--- src/rtl/mb_cfg_loader_if.sv ---
// Bitstream word stream between the fabric source and the loader.
// Master drives word/valid, slave answers with ready.
interface mb_cfg_loader_if #(
  parameter int DATA_W = 32
);
  logic [DATA_W-1:0] data_in;
  logic              data_valid;
  logic              data_ready;

  modport master (
    output data_in,
    output data_valid,
    input  data_ready
  );

  modport slave (
    input  data_in,
    input  data_valid,
    output data_ready
  );
endinterface

--- src/rtl/mb_cfg_loader.sv ---
// Memory-bank configuration sequencer: packs a bit-line row from the
// word stream, then fires a timed one-hot word-line pulse per row.
module mb_cfg_loader #(
  parameter  int NUM_BL   = 315,
  parameter  int NUM_WL   = 4,
  parameter  int DATA_W   = 32,
  parameter  int WL_PULSE = 2,
  localparam int RW = (NUM_WL > 1) ? $clog2(NUM_WL) : 1
) (
  input  logic              clk,
  input  logic              reset,
  input  logic              start,
  mb_cfg_loader_if.slave    bus,
  output logic [NUM_BL-1:0] bl_out,
  output logic [NUM_WL-1:0] wl_out,
  output logic [RW-1:0]     row_idx,
  output logic              busy,
  output logic              done
);
  localparam int WPR   = (NUM_BL + DATA_W - 1) / DATA_W;
  localparam int LASTW = NUM_BL - (WPR - 1) * DATA_W;
  localparam int CW    = $clog2(WPR + 1);
  localparam int PW    = $clog2(WL_PULSE + 1);

  typedef enum logic [2:0] {
    S_IDLE,
    S_LOAD,
    S_SETUP,
    S_PULSE,
    S_HOLD,
    S_FIN
  } state_t;

  state_t            r_state;
  logic [NUM_BL-1:0] r_bl;
  logic [NUM_WL-1:0] r_wl;
  logic [RW-1:0]     r_row;
  logic [CW-1:0]     r_wcnt;
  logic [PW-1:0]     r_pcnt;
  logic              r_busy;
  logic              r_done;
  logic              w_load;
  logic              w_hs;

  assign w_load         = (r_state == S_LOAD);
  assign w_hs           = w_load && bus.data_valid;
  assign bus.data_ready = w_load;

  assign bl_out  = r_bl;
  assign wl_out  = r_wl;
  assign row_idx = r_row;
  assign busy    = r_busy;
  assign done    = r_done;

  always_ff @(posedge clk or negedge reset) begin
    if (!reset) begin
      r_state <= S_IDLE;
      r_bl    <= '0;
      r_wl    <= '0;
      r_row   <= '0;
      r_wcnt  <= '0;
      r_pcnt  <= '0;
      r_busy  <= 1'b0;
      r_done  <= 1'b0;
    end else begin
      unique case (r_state)
        S_IDLE: begin
          if (start) begin
            r_state <= S_LOAD;
            r_row   <= '0;
            r_wcnt  <= '0;
            r_busy  <= 1'b1;
          end
        end
        S_LOAD: begin
          if (w_hs) begin
            for (int k = 0; k < WPR - 1; k++) begin
              if (r_wcnt == CW'(k))
                r_bl[k*DATA_W +: DATA_W] <= bus.data_in;
            end
            // Final word only fills the ragged top of the row.
            if (r_wcnt == CW'(WPR - 1)) begin
              r_bl[NUM_BL-1 -: LASTW] <= bus.data_in[LASTW-1:0];
              r_state <= S_SETUP;
            end
            r_wcnt <= r_wcnt + 1'b1;
          end
        end
        S_SETUP: begin
          r_state <= S_PULSE;
          r_pcnt  <= '0;
          r_wl    <= {{(NUM_WL-1){1'b0}}, 1'b1} << r_row;
        end
        S_PULSE: begin
          if (r_pcnt == PW'(WL_PULSE - 1)) begin
            r_state <= S_HOLD;
            r_wl    <= '0;
          end else begin
            r_pcnt <= r_pcnt + 1'b1;
          end
        end
        S_HOLD: begin
          if (r_row == RW'(NUM_WL - 1)) begin
            r_state <= S_FIN;
            r_done  <= 1'b1;
          end else begin
            r_state <= S_LOAD;
            r_row   <= r_row + 1'b1;
            r_wcnt  <= '0;
          end
        end
        S_FIN: begin
          r_state <= S_IDLE;
          r_done  <= 1'b0;
          r_busy  <= 1'b0;
        end
        default: r_state <= S_IDLE;
      endcase
    end
  end
endmodule

--- src/flat_wrapper.sv ---
// flat-port wrapper written by rule: the top's interface ports become plain ports
module mb_cfg_loader_flat 
#(
  parameter  int NUM_BL   = 315,
  parameter  int NUM_WL   = 4,
  parameter  int DATA_W   = 32,
  parameter  int WL_PULSE = 2,
  localparam int RW = (NUM_WL > 1) ? $clog2(NUM_WL) : 1
)
  (clk, reset, start, bl_out, wl_out, row_idx, busy, done, bus_data_in, bus_data_valid, bus_data_ready);
  mb_cfg_loader_if #(.DATA_W(DATA_W)) bus_i ();
  input  logic clk;
  input  logic reset;
  input  logic start;
  output logic [NUM_BL-1:0] bl_out;
  output logic [NUM_WL-1:0] wl_out;
  output logic [RW-1:0] row_idx;
  output logic busy;
  output logic done;
  input wire logic [$bits(bus_i.data_in)-1:0] bus_data_in;
  input wire logic [$bits(bus_i.data_valid)-1:0] bus_data_valid;
  output wire logic [$bits(bus_i.data_ready)-1:0] bus_data_ready;
  assign bus_i.data_in = bus_data_in;
  assign bus_i.data_valid = bus_data_valid;
  assign bus_data_ready = bus_i.data_ready;
  mb_cfg_loader #(.NUM_BL(NUM_BL), .NUM_WL(NUM_WL), .DATA_W(DATA_W), .WL_PULSE(WL_PULSE)) u_core (.clk(clk), .reset(reset), .start(start), .bus(bus_i), .bl_out(bl_out), .wl_out(wl_out), .row_idx(row_idx), .busy(busy), .done(done));
endmodule
--- config.mk ---
export PLATFORM = sky130hd
export DESIGN_NAME = mb_cfg_loader_flat
export DESIGN_NICKNAME = d
export VERILOG_FILES = /design/src/rtl/mb_cfg_loader_if.sv /design/src/rtl/mb_cfg_loader.sv /design/src/flat_wrapper.sv
export SDC_FILE = /design/constraint.sdc
export NUM_CORES = 1
export LEC_CHECK = 0
export ABC_AREA = 0
export CORE_ASPECT_RATIO = 1.25
export CORE_MARGIN = 4
export CORE_UTILIZATION = 30
export CTS_BUF_LIST = sky130_fd_sc_hd__clkbuf_8
export CTS_CLUSTER_DIAMETER = 200
export DETAILED_ROUTE_END_ITERATION = 10
export PLACE_DENSITY = 0.55
export SETUP_SLACK_MARGIN = 0.1
export SKIP_LAST_GASP = 1
export SLEW_MARGIN = 30
export SYNTH_ARGS = -nofsm -noshare
export SYNTH_HDL_FRONTEND = slang
export SYNTH_SLANG_ARGS = --single-unit
--- constraint.sdc ---
create_clock -name clk -period 2.1 [get_ports clk]
set_input_delay 0.42 -clock clk [delete_from_list [all_inputs] [get_ports clk]]
set_output_delay 0.42 -clock clk [all_outputs]
set_load 0.02 [all_outputs]
==> results of run 1 <==
## what timing repair did
item | 4_1_cts | 5_1_grt
endpoints found under the hold margin | 32 | 0
endpoints found under the setup margin | 534 | 123
pin swaps | 2 | 1
resized for setup | 329 | 11
hold buffers | 1 | 0
gates cloned | 0 | 4
buffers inserted | 0 | 3
## state kept, by name, summed over array words and instances (netlist names)
signal / count
u_core.r_wcnt: 4
u_core.r_pcnt: 2
u_core.wl_out: 4
u_core.done: 1
u_core.r_state: 3
u_core.busy: 1
u_core.bl_out: 315
u_core.row_idx: 2
## critical path, stage by stage, from the launching register on
cell,delay (ns)
dfrtp_1,0.38
or3b_4,0.42
buf_12,0.15
buf_4,0.15
nor3_4,0.15
buf_12,0.18
clkbuf_16,0.17
mux2_2,0.33
## synthesized netlist by cell type (all sizes together), types with 4 or more instances
master	count	area share, %
inv	11	0.32
ha	9	0.87
buf	60	3.2
dfrtp	332	64
nand2	12	0.35
nor2	6	0.17
nand2b	4	0.19
mux2	315	27
a21o	5	0.29
nor3	5	0.32
o21ai	6	0.23
clkbuf	4	0.13
a22o	8	0.54
## report_power, final
group          switching [uW]  internal [uW]  total (uW)
Combinational            6840           5360       12200
Sequential               1340           9150       10500
Clock                    2670           3460        6130
## cell type report
cell class	count	area [sq um]	share of cell area [%]
timing repair buffer	409	3930	21.3
clock inverter	27	170	0.924
sequential	332	8310	45.1
tap	559	699	3.80
antenna	1	2.50	0.0136
inverter	11	41.3	0.224
clock buffer	76	1050	5.68
multi-input combinational	398	4220	22.9
## metal layers
layer / share of wire, % / vias to the layer above / routed length [um]
met4: 2.9 / 0 / 1140
met1: 39 / 4211 / 15300
met2: 52 / 248 / 20600
li1: - / 3644 / -
met5: 0 / - / 0
met3: 6.4 / 65 / 2510
## per-stage QoR
step	std cells	setup WS, ns
3_3_place_gp	1701	-0.146
5_1_grt	1813	-0.0368
4_1_cts	1805	-0.107
3_5_place_dp	1701	-0.163
2_1_floorplan	805	0.108
6_report	1813	0.0446
## kinds of logic (layout without fill, tap and decap cells)
logic type | count (synthesis) | after routing | share of synthesized area (%)
other | 0 | 1 | 0
muxes | 316 | 316 | 27.5
DFF | 332 | 332 | 64.2
buffers and inverters | 75 | 523 | 3.63
AOI/OAI and AO/OA | 29 | 29 | 1.57
adders and majority gates | 9 | 9 | 0.871
and+or+nand+nor | 44 | 44 | 2.20
## how the worst min path moves through the flow
stage	cells past startpoint	slack [ns]	to
5_1_grt	2	0.31	u_core.wl_out[0]$_DFFE_PN0P_
6_report	2	0.32	u_core.wl_out[0]$_DFFE_PN0P_
2_1_floorplan	0	0.12	u_core.bl_out[0]$_DFFE_PN0P_
3_3_place_gp	1	0.37	u_core.wl_out[1]$_DFFE_PN0P_
3_5_place_dp	1	0.37	u_core.wl_out[1]$_DFFE_PN0P_
4_1_cts	2	0.26	u_core.wl_out[0]$_DFFE_PN0P_
==> flow_metrics.py, run 1 <==
metrics = {
    "routing": {
        "routed_wl_um": 39500,
        "remaining_drc_errors": 0,
        "drt.antenna.violating_nets": 0,
        "via_count": 8168,
        "routedWlPerCell_um": 21.8,
        "dr.pass1.iters": 4,
        "drtIter0Drc": 283,
        "via_per_inst": 4.51,
    },
    "timing": {
        "hold_viol_final": 0,
        "fin_skew_ns": 0.0116,
        "period_share_pct": 97.9,
        "slew_violations": 0,
        "slew_headroom_pct": 67.2,
        "rsz0062_at_grt": "true",
        "fin_crit_ns": 2.06,
        "tns_ns": 0,
        "fin_hold_ws_ns": 0.316,
        "tightest_slew_ns": 0.490,
        "timing.fmax_mhz": 487,
        "setup_violations": 0,
    },
    "layout": {
        "fin_area_sq_um": 18400,
        "mostFrequentLayoutCells": "332 x dfrtp_1, 323 x dlygate4sd2_1, 298 x mux2_2, 76 x clkbuf_8, 34 x clkdlybuf4s50_1",
        "synthToLayoutAreaGrowth_pct": 42.3,
        "final_common_cell": "dfrtp_1",
        "nets": 1252,
        "drive_gt1_share_pct": 36.4,
        "fin_util_pct": 43.5,
        "fillers": 4013,
    },
    "global_route": {
        "grt_pass1_vias": 8878,
        "grt_max_degree": 64,
        "grtUsageTotal_pct": 16.4,
        "overflow": 0,
        "antenna_found_initial": 2,
        "grt_util_met3_pct": 5.05,
        "met1_usage_pct": 18.9,
        "grt_pass1_wl_um": 58200,
        "busiest_layer": "met2",
        "use_met2_pct": 29.0,
    },
    "clock_network": {
        "clk_pin_slew_ns": 0.06,
        "clkSinkCount": 332,
        "tritoncts": "built",
        "numCtsBuffers": 55,
        "htree_levels": 2,
        "cts_root_buf": "clkbuf_8",
        "cts_buffer_depth": 3,
        "clkLatencyLatePin_ns": 0.62,
    },
    "synthesis": {
        "synth_cell_types": 38,
        "yosys_warnings": 0,
        "synth_nets": 850,
        "seq_area_frac_synth_pct": 64.2,
        "synth-seq-cells": 332,
        "synth_area_sq_um": 12900,
        "synthArstFlopShare_pct": 100,
        "synth_edf_count": 0,
        "ys.flop_type": "dfrtp_1",
        "syn_avg_cell_area_sq_um": 16.1,
        "syn_inst": 805,
    },
    "pwr": {
        "ir_drop_uv": 799,
        "finalPower_uw": 28800,
        "power_leakage_uw": 0.00940,
        "power_density_nw_per_um2": 1570,
    },
    "setup_path": {
        "reg2reg_depth": 7,
        "critPathMaxFanout": 6,
        "startpoint_type": "flip-flop",
        "cp.arrival_ns": 2.55,
        "worstSetupPathType": "reg -> reg",
        "endpoint_kind": "flip-flop",
        "reg2reg_slack_ns": 0.04,
        "r2r_start": "u_core.r_state[2]$_DFFE_PN0P_",
        "crit_required_ns": 2.60,
        "startpoint": "u_core.r_state[2]$_DFFE_PN0P_",
        "worstSetupEndpoint": "u_core.bl_out[262]$_DFFE_PN0P_",
        "reg2reg_to": "u_core.bl_out[262]$_DFFE_PN0P_",
    },
    "floorplanning": {
        "initial_core_util_pct": 30.5,
        "die_w_um": 194,
        "die_h_um": 240,
        "rows": 84,
        "die_area_sq_um": 46500,
        "core_area_sq_um": 42400,
        "pin_count": 360,
    },
    "job": {
        "max_cap_viol_count": 0,
    },
    "placement": {
        "io_buffers": 359,
        "place_area_sq_um": 17400,
        "place.gp.congestion": 0.739,
        "detailed_place_hpwl_um": 27200,
    },
    "status": {
        "status": "finished clean",
    },
    "hold_path": {
        "hold_path_class": "in -> async",
    },
}
Note: power is estimated with default switching activity, not from simulation.
==> run 2, diff against run 1 <==
--- a/config.mk
+++ b/config.mk
@@ -6,6 +6,7 @@
 export NUM_CORES = 1
 export LEC_CHECK = 0
 export ABC_AREA = 0
+export CAP_MARGIN = 20
 export CORE_ASPECT_RATIO = 1.25
 export CORE_MARGIN = 4
 export CORE_UTILIZATION = 30
==> results of run 2 <==
No change in the layout: final DEF, timing and power equal those of run 1.
